[config.mk]
export PLATFORM = sky130hd
export DESIGN_NAME = mc_control_fsm_flat
export DESIGN_NICKNAME = d
export VERILOG_FILES = /design/src/rtl/mc_control_fsm_if.sv /design/src/rtl/mc_control_fsm.sv /design/src/flat_wrapper.sv
export SDC_FILE = /design/constraint.sdc
export NUM_CORES = 1
export LEC_CHECK = 0
export CELL_PAD_IN_SITES_DETAIL_PLACEMENT = 0
export CELL_PAD_IN_SITES_GLOBAL_PLACEMENT = 1
export CORE_MARGIN = 2
export CORE_UTILIZATION = 44
export DETAILED_ROUTE_END_ITERATION = 12
export DONT_BUFFER_PORTS = 1
export PLACE_DENSITY_LB_ADDON = 0.15
export SETUP_SLACK_MARGIN = 0.2
export SYNTH_ARGS = -nofsm -noshare
export SYNTH_HDL_FRONTEND = slang
export SYNTH_SLANG_ARGS = --single-unit
[constraint.sdc]
create_clock -name clk -period 2.8 [get_ports clk]
set_input_delay 0 -clock clk [delete_from_list [all_inputs] [get_ports clk]]
set_output_delay 0 -clock clk [all_outputs]
set_load 0.01 [all_outputs]
[src/rtl/mc_control_fsm_if.sv]
// Control bundle between the multicycle main control unit and the datapath.
// The controller takes the master side; the datapath / instruction register takes the slave side.
interface mc_control_fsm_if;
  logic [5:0] opcode;
  logic       mem_ready;
  logic       pc_write;
  logic       pc_write_cond;
  logic       i_or_d;
  logic       mem_read;
  logic       mem_write;
  logic       ir_write;
  logic       mem_to_reg;
  logic       reg_dst;
  logic       reg_write;
  logic       alu_src_a;
  logic [1:0] alu_src_b;
  logic [1:0] alu_op;
  logic [1:0] pc_source;
  logic [3:0] state_out;
  logic       illegal_op;

  modport master (
    input  opcode, mem_ready,
    output pc_write, pc_write_cond, i_or_d, mem_read, mem_write, ir_write,
           mem_to_reg, reg_dst, reg_write, alu_src_a, alu_src_b, alu_op,
           pc_source, state_out, illegal_op
  );

  modport slave (
    output opcode, mem_ready,
    input  pc_write, pc_write_cond, i_or_d, mem_read, mem_write, ir_write,
           mem_to_reg, reg_dst, reg_write, alu_src_a, alu_src_b, alu_op,
           pc_source, state_out, illegal_op
  );
endinterface

[src/rtl/mc_control_fsm.sv]
// Multicycle MIPS main control unit: steps FETCH/DECODE/execute/writeback from the
// instruction-register opcode and decodes datapath controls from the current state.
module mc_control_fsm #(
  parameter logic [5:0] OP_RTYPE = 6'b000000,
  parameter logic [5:0] OP_LW    = 6'b100011,
  parameter logic [5:0] OP_SW    = 6'b101011,
  parameter logic [5:0] OP_BEQ   = 6'b000100,
  parameter logic [5:0] OP_J     = 6'b000010,
  parameter logic [5:0] OP_ADDI  = 6'b001000
) (
  input  logic clk,
  input  logic rst,
  mc_control_fsm_if.master bus
);

  typedef enum logic [3:0] {
    FETCH     = 4'd0,
    DECODE    = 4'd1,
    MEM_ADDR  = 4'd2,
    MEM_READ  = 4'd3,
    MEM_WB    = 4'd4,
    MEM_WRITE = 4'd5,
    EXECUTE   = 4'd6,
    R_WB      = 4'd7,
    BRANCH    = 4'd8,
    JUMP      = 4'd9,
    ADDI_EX   = 4'd10,
    ADDI_WB   = 4'd11
  } state_t;

  state_t state;
  state_t next_state;
  logic   illegal_q;
  logic   illegal_dispatch;

  always_ff @(posedge clk or posedge rst) begin
    if (rst) begin
      state     <= FETCH;
      illegal_q <= 1'b0;
    end else begin
      state <= next_state;
      if (illegal_dispatch)
        illegal_q <= 1'b1;
    end
  end

  always_comb begin
    next_state       = FETCH;
    illegal_dispatch = 1'b0;
    case (state)
      FETCH:     next_state = bus.mem_ready ? DECODE : FETCH;
      DECODE: begin
        if (bus.opcode == OP_LW || bus.opcode == OP_SW)
          next_state = MEM_ADDR;
        else if (bus.opcode == OP_RTYPE)
          next_state = EXECUTE;
        else if (bus.opcode == OP_BEQ)
          next_state = BRANCH;
        else if (bus.opcode == OP_J)
          next_state = JUMP;
        else if (bus.opcode == OP_ADDI)
          next_state = ADDI_EX;
        else begin
          next_state       = FETCH;
          illegal_dispatch = 1'b1;
        end
      end
      MEM_ADDR:  next_state = (bus.opcode == OP_LW) ? MEM_READ : MEM_WRITE;
      MEM_READ:  next_state = bus.mem_ready ? MEM_WB : MEM_READ;
      MEM_WRITE: next_state = bus.mem_ready ? FETCH : MEM_WRITE;
      EXECUTE:   next_state = R_WB;
      ADDI_EX:   next_state = ADDI_WB;
      default:   next_state = FETCH;
    endcase
  end

  // Only the FETCH strobes look at mem_ready, so a stalled fetch never advances PC or IR.
  always_comb begin
    bus.pc_write      = 1'b0;
    bus.pc_write_cond = 1'b0;
    bus.i_or_d        = 1'b0;
    bus.mem_read      = 1'b0;
    bus.mem_write     = 1'b0;
    bus.ir_write      = 1'b0;
    bus.mem_to_reg    = 1'b0;
    bus.reg_dst       = 1'b0;
    bus.reg_write     = 1'b0;
    bus.alu_src_a     = 1'b0;
    bus.alu_src_b     = 2'b00;
    bus.alu_op        = 2'b00;
    bus.pc_source     = 2'b00;
    case (state)
      FETCH: begin
        bus.mem_read  = 1'b1;
        bus.alu_src_b = 2'b01;
        bus.ir_write  = bus.mem_ready;
        bus.pc_write  = bus.mem_ready;
      end
      DECODE:    bus.alu_src_b = 2'b11;
      MEM_ADDR, ADDI_EX: begin
        bus.alu_src_a = 1'b1;
        bus.alu_src_b = 2'b10;
      end
      MEM_READ: begin
        bus.mem_read = 1'b1;
        bus.i_or_d   = 1'b1;
      end
      MEM_WRITE: begin
        bus.mem_write = 1'b1;
        bus.i_or_d    = 1'b1;
      end
      MEM_WB: begin
        bus.reg_write  = 1'b1;
        bus.mem_to_reg = 1'b1;
      end
      EXECUTE: begin
        bus.alu_src_a = 1'b1;
        bus.alu_op    = 2'b10;
      end
      R_WB: begin
        bus.reg_write = 1'b1;
        bus.reg_dst   = 1'b1;
      end
      ADDI_WB:   bus.reg_write = 1'b1;
      BRANCH: begin
        bus.alu_src_a     = 1'b1;
        bus.alu_op        = 2'b01;
        bus.pc_write_cond = 1'b1;
        bus.pc_source     = 2'b01;
      end
      JUMP: begin
        bus.pc_write  = 1'b1;
        bus.pc_source = 2'b10;
      end
      default: ;
    endcase
  end

  assign bus.state_out  = state;
  assign bus.illegal_op = illegal_q;

endmodule
[src/flat_wrapper.sv]
// flat-port wrapper written by rule: the top's interface ports become plain ports
module mc_control_fsm_flat 
#(
  parameter logic [5:0] OP_RTYPE = 6'b000000,
  parameter logic [5:0] OP_LW    = 6'b100011,
  parameter logic [5:0] OP_SW    = 6'b101011,
  parameter logic [5:0] OP_BEQ   = 6'b000100,
  parameter logic [5:0] OP_J     = 6'b000010,
  parameter logic [5:0] OP_ADDI  = 6'b001000
)
  (clk, rst, bus_opcode, bus_mem_ready, bus_pc_write, bus_pc_write_cond, bus_i_or_d, bus_mem_read, bus_mem_write, bus_ir_write, bus_mem_to_reg, bus_reg_dst, bus_reg_write, bus_alu_src_a, bus_alu_src_b, bus_alu_op, bus_pc_source, bus_state_out, bus_illegal_op);
  mc_control_fsm_if bus_i ();
  input  logic clk;
  input  logic rst;
  input wire logic [$bits(bus_i.opcode)-1:0] bus_opcode;
  input wire logic [$bits(bus_i.mem_ready)-1:0] bus_mem_ready;
  output wire logic [$bits(bus_i.pc_write)-1:0] bus_pc_write;
  output wire logic [$bits(bus_i.pc_write_cond)-1:0] bus_pc_write_cond;
  output wire logic [$bits(bus_i.i_or_d)-1:0] bus_i_or_d;
  output wire logic [$bits(bus_i.mem_read)-1:0] bus_mem_read;
  output wire logic [$bits(bus_i.mem_write)-1:0] bus_mem_write;
  output wire logic [$bits(bus_i.ir_write)-1:0] bus_ir_write;
  output wire logic [$bits(bus_i.mem_to_reg)-1:0] bus_mem_to_reg;
  output wire logic [$bits(bus_i.reg_dst)-1:0] bus_reg_dst;
  output wire logic [$bits(bus_i.reg_write)-1:0] bus_reg_write;
  output wire logic [$bits(bus_i.alu_src_a)-1:0] bus_alu_src_a;
  output wire logic [$bits(bus_i.alu_src_b)-1:0] bus_alu_src_b;
  output wire logic [$bits(bus_i.alu_op)-1:0] bus_alu_op;
  output wire logic [$bits(bus_i.pc_source)-1:0] bus_pc_source;
  output wire logic [$bits(bus_i.state_out)-1:0] bus_state_out;
  output wire logic [$bits(bus_i.illegal_op)-1:0] bus_illegal_op;
  assign bus_i.opcode = bus_opcode;
  assign bus_i.mem_ready = bus_mem_ready;
  assign bus_pc_write = bus_i.pc_write;
  assign bus_pc_write_cond = bus_i.pc_write_cond;
  assign bus_i_or_d = bus_i.i_or_d;
  assign bus_mem_read = bus_i.mem_read;
  assign bus_mem_write = bus_i.mem_write;
  assign bus_ir_write = bus_i.ir_write;
  assign bus_mem_to_reg = bus_i.mem_to_reg;
  assign bus_reg_dst = bus_i.reg_dst;
  assign bus_reg_write = bus_i.reg_write;
  assign bus_alu_src_a = bus_i.alu_src_a;
  assign bus_alu_src_b = bus_i.alu_src_b;
  assign bus_alu_op = bus_i.alu_op;
  assign bus_pc_source = bus_i.pc_source;
  assign bus_state_out = bus_i.state_out;
  assign bus_illegal_op = bus_i.illegal_op;
  mc_control_fsm #(.OP_RTYPE(OP_RTYPE), .OP_LW(OP_LW), .OP_SW(OP_SW), .OP_BEQ(OP_BEQ), .OP_J(OP_J), .OP_ADDI(OP_ADDI)) u_core (.clk(clk), .rst(rst), .bus(bus_i));
endmodule
* Word level (Yosys, flattened, before mapping)
Index checks and enable logic that the tools add are counted.
Word-level totals: output and inout port bits 21, word-level logic and storage cells 55, register bits after elaboration 5, input port bits 9
Cells by class: eq/ne operators 16, muxes and demuxes 29, reductions and logical operators 8
Operator list (count):
- case mux 4 bit (7 select lines) | 1
- 2-to-1 mux 4 bit | 5
- equality test 4 x 3 -> 1 bit (second input constant) | 4
- equality test 4 bit (second input constant) | 4
- 2-to-1 mux 1 bit | 16
- equality test 6 bit (second input constant) | 2
- 2-to-1 mux 3 bit | 3
- equality test 4 x 2 -> 1 bit (second input constant) | 2
- case mux 2 bit (2 select lines) | 2
- equality test 6 x 2 -> 1 bit (second input constant) | 1
- equality test 6 x 3 -> 1 bit (second input constant) | 1
- equality test 6 x 4 -> 1 bit (second input constant) | 1
- zero test 6 bit | 1
- case mux 2 bit (3 select lines) | 1
- OR reduction 2 bit | 3
- equality test 4 x 1 -> 1 bit (second input constant) | 1
- zero test 4 bit | 1
- OR reduction 4 bit | 1
- OR reduction 3 bit | 1
- case mux 1 bit (2 select lines) | 1
- logical OR 1 bit | 1

* Depth between registers and ports, before layout
depth after elaboration 7, gate-level depth with buffers 6, gate-level depth less buffers 4

* Worst setup path after synthesis
OpenSTA, ideal clock, no wires.
path kind register to output, start point register u_core.state[0], in the netlist u_core.bus.state_out[0], end point output bus_alu_op[0], data required time 2.800 ns, path buffers 3, cell stages (with the launch flop) 5, arrival 1.329 ns, path slack 1.471 ns, cells stage by stage dfrtp_1 > buf_4 > buf_4 > nor3_1 > buf_4
Between the ends: word-level cells in the longest chain between the ends 2, elaborated cells between the ends (all ways) 3, classes of those cells eq/ne (2); mux (1)
RTL lines:
- from (decl) | RTL line mc_control_fsm.sv:31 | state_t state;
- from (signal assigned) | RTL line mc_control_fsm.sv:41 | state <= next_state;
- equality test 4 bit or equality test 4 x 3 -> 1 bit (tied branches) | RTL line mc_control_fsm.sv:92 | case (state)
- case mux 2 bit (2 select lines) (*) | RTL line mc_control_fsm.sv:92
- to (decl) | RTL line flat_wrapper.sv:28 | output wire logic [$bits(bus_i.alu_op)-1:0] bus_alu_op;
Mark *: on every way between the ends. The rest lies on a longest branch, timed or not.

* Worst setup path after layout
start point register u_core.state[2], in the netlist u_core.bus.state_out[2], end point output bus_pc_source[0]
Between the ends: word-level cells in the longest chain between the ends 2, elaborated cells between the ends (all ways) 3, classes of those cells eq/ne (2); mux (1)
RTL lines:
- equality test 4 bit | RTL line mc_control_fsm.sv:92
- case mux 2 bit (2 select lines) (*) | RTL line mc_control_fsm.sv:92
- to (decl) | RTL line flat_wrapper.sv:29 | output wire logic [$bits(bus_i.pc_source)-1:0] bus_pc_source;
Marks and branches as above.

==> summary.txt <==
Worst setup path
  • Critical Path Slowest Stage Cell: nor3_1
  • R2r setup slk: 1.21 ns
  • Crit Path Max Fanout: 15
  • Buf/Inv on CP: 0
  • Critical path class: reg -> out
  • Worst r2r src: u_core.bus.state_out[0]$_DFF_PP0_
  • Largest stage delay on the critical path: 0.73 ns
  • CP Capture Type: output port
  • WP data arrival: 1.84 ns
  • Critical path startpoint: u_core.bus.state_out[2]$_DFF_PP0_
  • Worst path required time: 2.80 ns
  • CP Launch Type: flop
  • Reg2reg path depth: 3
  • Worst-path cell chain: nand2b_1 > nor3_1
  • RR Endpoint: u_core.bus.state_out[1]$_DFF_PP0_
  • CP top delay family: simple AND/OR/NAND/NOR gates

Power
  • Clock power share: 32.9%
  • Combinational share of power: 28.4%
  • Pwr/cell area: 421 mW/mm^2
  • Switching share of power: 35.4%
  • Int Pwr: 0.162 mW
  • P_sw: 0.0889 mW
  • Sequential Power Share: 38.7%
  • Leakage: 0.201 nW
  • Worst vdd ir: 0.000358 V

Hold path
  • Worst hold path depth: 3
  • Class of the tightest hold or removal check: in -> reg
  • Hold EP: u_core.bus.state_out[0]$_DFF_PP0_
  • Min-delay src: bus_opcode[5]

Layout
  • Antenna Cells: 0
  • Area Growth Syn to Fin: 0.846%
  • Share of cells above drive strength 1: 12.2%
  • Layout filler cell count: 145
  • Nets: 84
  • Final core utilization: 46.4%

Place
  • HPWL Detailed: 992 um
  • Setup Slack @ Placement: 1.20 ns
  • Input/output buffers: 0
  • Routability congestion estimate: 0.640

Die
  • Core area: 0.00128 mm^2
  • Top Ports: 30
  • # rows: 13
  • Die Span Y: 40.7 um
  • Initial Util: 46.1%
  • Die X: 40.7 um
  • Die ar.: 0.00165 mm^2

Logic synthesis
  • Most used DFF post-synth: dfrtp_1
  • Top-area cell type share of the netlist area: 21.1%
  • Synthesized flop and latch total: 5
  • Most area-hungry cell type in the Yosys netlist: dfrtp_1
  • Most common cell in the synthesized netlist: nor2_1
  • Synth top cells by count: 10 x nor2_1, 6 x buf_4, 6 x nor3_1
  • Synth Warn #: 0
  • Avg Inst Size Synth: 7.79 um^2
  • Library cells used by synthesis: 33
  • Synthesized cell area: 592 um^2
  • Sequential area share after synthesis: 21.1%
  • Post-synth ARST share: 100%
  • Post-synth EDFFs: 0
  • Cells after synthesis: 76
  • Syn_nets: 85
  • Leading post-synthesis cells by cell area: dfrtp_1 21%, buf_4 7.6%, nor2_1 6.3%

Clock network
  • Root Buffer: clkbuf_4
  • Htree depth: 1
  • CTS tree: done
  • CTS Buf Count: 3
  • CTS resizes: 0
  • Clk slew on worst S/H paths: 0.04 ns
  • Post-CTS Setup Inserts: 0
  • Hold-fix buffers at CTS: 1
  • CTS sink cnt: 5
  • Clock Latency Late Sink: 0.24 ns
  • CTS max path bufs: 2

Route
  • First drt pass iteration count: 4
  • ANT nets after route: 0
  • WL final: 1.33 mm
  • DRT iter0 DRCs: 11
  • Post-route DRC: 0
  • Routed WL per cell: 14.9 um
  • Via count: 549
  • DR vias/cell: 6.17

Global route
  • First-pass GRT wire length: 1.71 mm
  • Number of global-route vias before repair: 410
  • Total track usage: 16.0%
  • Largest net degree at the start of global routing: 19
  • Total congestion overflow: 0
  • Initial antenna violation count: 0

Timing
  • Max frequency: 545 MHz
  • Clk_skew: 0.00361 ns
  • Hold slack: 0.0126 ns
  • Least-Margin Pin Slew: 0.891 ns
  • Hold Vio Cnt, Final: 0
  • Fin. max-slew vios: 0
  • RSZ-0062 raised after global routing: no
  • Final setup fails: 0
  • Tcrit/Tclk final: 65.5%
  • Setup ws final: 0.965 ns
  • Tmin final: 1.84 ns
  • Max transition margin: 40.2%
  • Setup TNS: 0 ns

Run status
  • Status: finished clean

Run
  • Max cap viols: 0
## worst register-to-register path: stages, from the launching register on
cell and delay [ns]:
dfrtp_1 0.74, mux2i_1 0.24, o21ai_0 0.11, a221o_1 0.38
## cell usage in the layout, fill, tap and decap left out, types with 2 or more instances in the layout
cell type / n
o22ai_1: 2
and3_1: 2
dfrtp_1: 5
nand3_1: 3
nor3_1: 6
mux2i_1: 2
nor4b_2: 2
nor2_1: 10
nand2b_1: 4
nor3b_1: 3
clkbuf_4: 3
o21ai_0: 3
a21oi_1: 5
nand2_1: 4
## final cells by class
cell class              count  area (um^2)  area share, %
clock buffers               4         26.3           4.40
inverters                   1         3.75          0.629
multi-input cells          63          413           69.2
flip-flops and latches      5          125           21.0
well taps                  15         18.8           3.14
repair buffers              1         10.0           1.68
## how the worst max path moves through the flow
stage	end	slack, ns	cells past startpoint
floorplan	bus_alu_op[0]	1.47	4
global placement	bus_pc_source[0]	1.22	2
detailed placement	bus_pc_source[0]	1.20	2
CTS	bus_pc_source[0]	0.94	2
global route	bus_pc_write_cond	0.71	2
finish	bus_pc_source[0]	0.96	2
## through the flow
step | instance area, um^2 | instances | power (mW)
after CTS | 597 | 89 | 0.255
final | 597 | 89 | 0.251
after detailed placement | 561 | 84 | 0.169
after floorplan | 592 | 76 | 0.166
after global routing | 597 | 89 | 0.273
after global placement | 561 | 84 | 0.171
## registers in the layout, indices dropped and copies added (netlist names)
register,cells
u_core.bus.state_out,4
u_core.bus.illegal_op,1
## power by group through the flow
stage               clock network, mW  logic [mW]  registers, mW
global placement                    0      0.0725         0.0981
global route                   0.0933      0.0796         0.0999
detailed placement                  0      0.0710         0.0985
floorplan                           0      0.0836         0.0823
finish                         0.0827      0.0714         0.0972
CTS                            0.0858      0.0723         0.0974
## routing by layer
| metal | track usage, % | part of all wire (%) | up-vias |
|---|---|---|---|
| met2 | 25.8 | 52 | 23 |
| met3 | 5.43 | 5.7 | 2 |
| met5 | 0 | 0 | - |
| met4 | 5.00 | 0.38 | 0 |
| li1 | - | - | 272 |
| met1 | 20.0 | 42 | 252 |
## cell families after synthesis
logic type / share of synthesized area [%]
buf+inv: 9.09
flops: 21.1
compound gates: 17.8
xor+xnor: 2.96
mux: 3.38
simple gates: 45.7
Note: power is estimated with default switching activity, not from simulation.
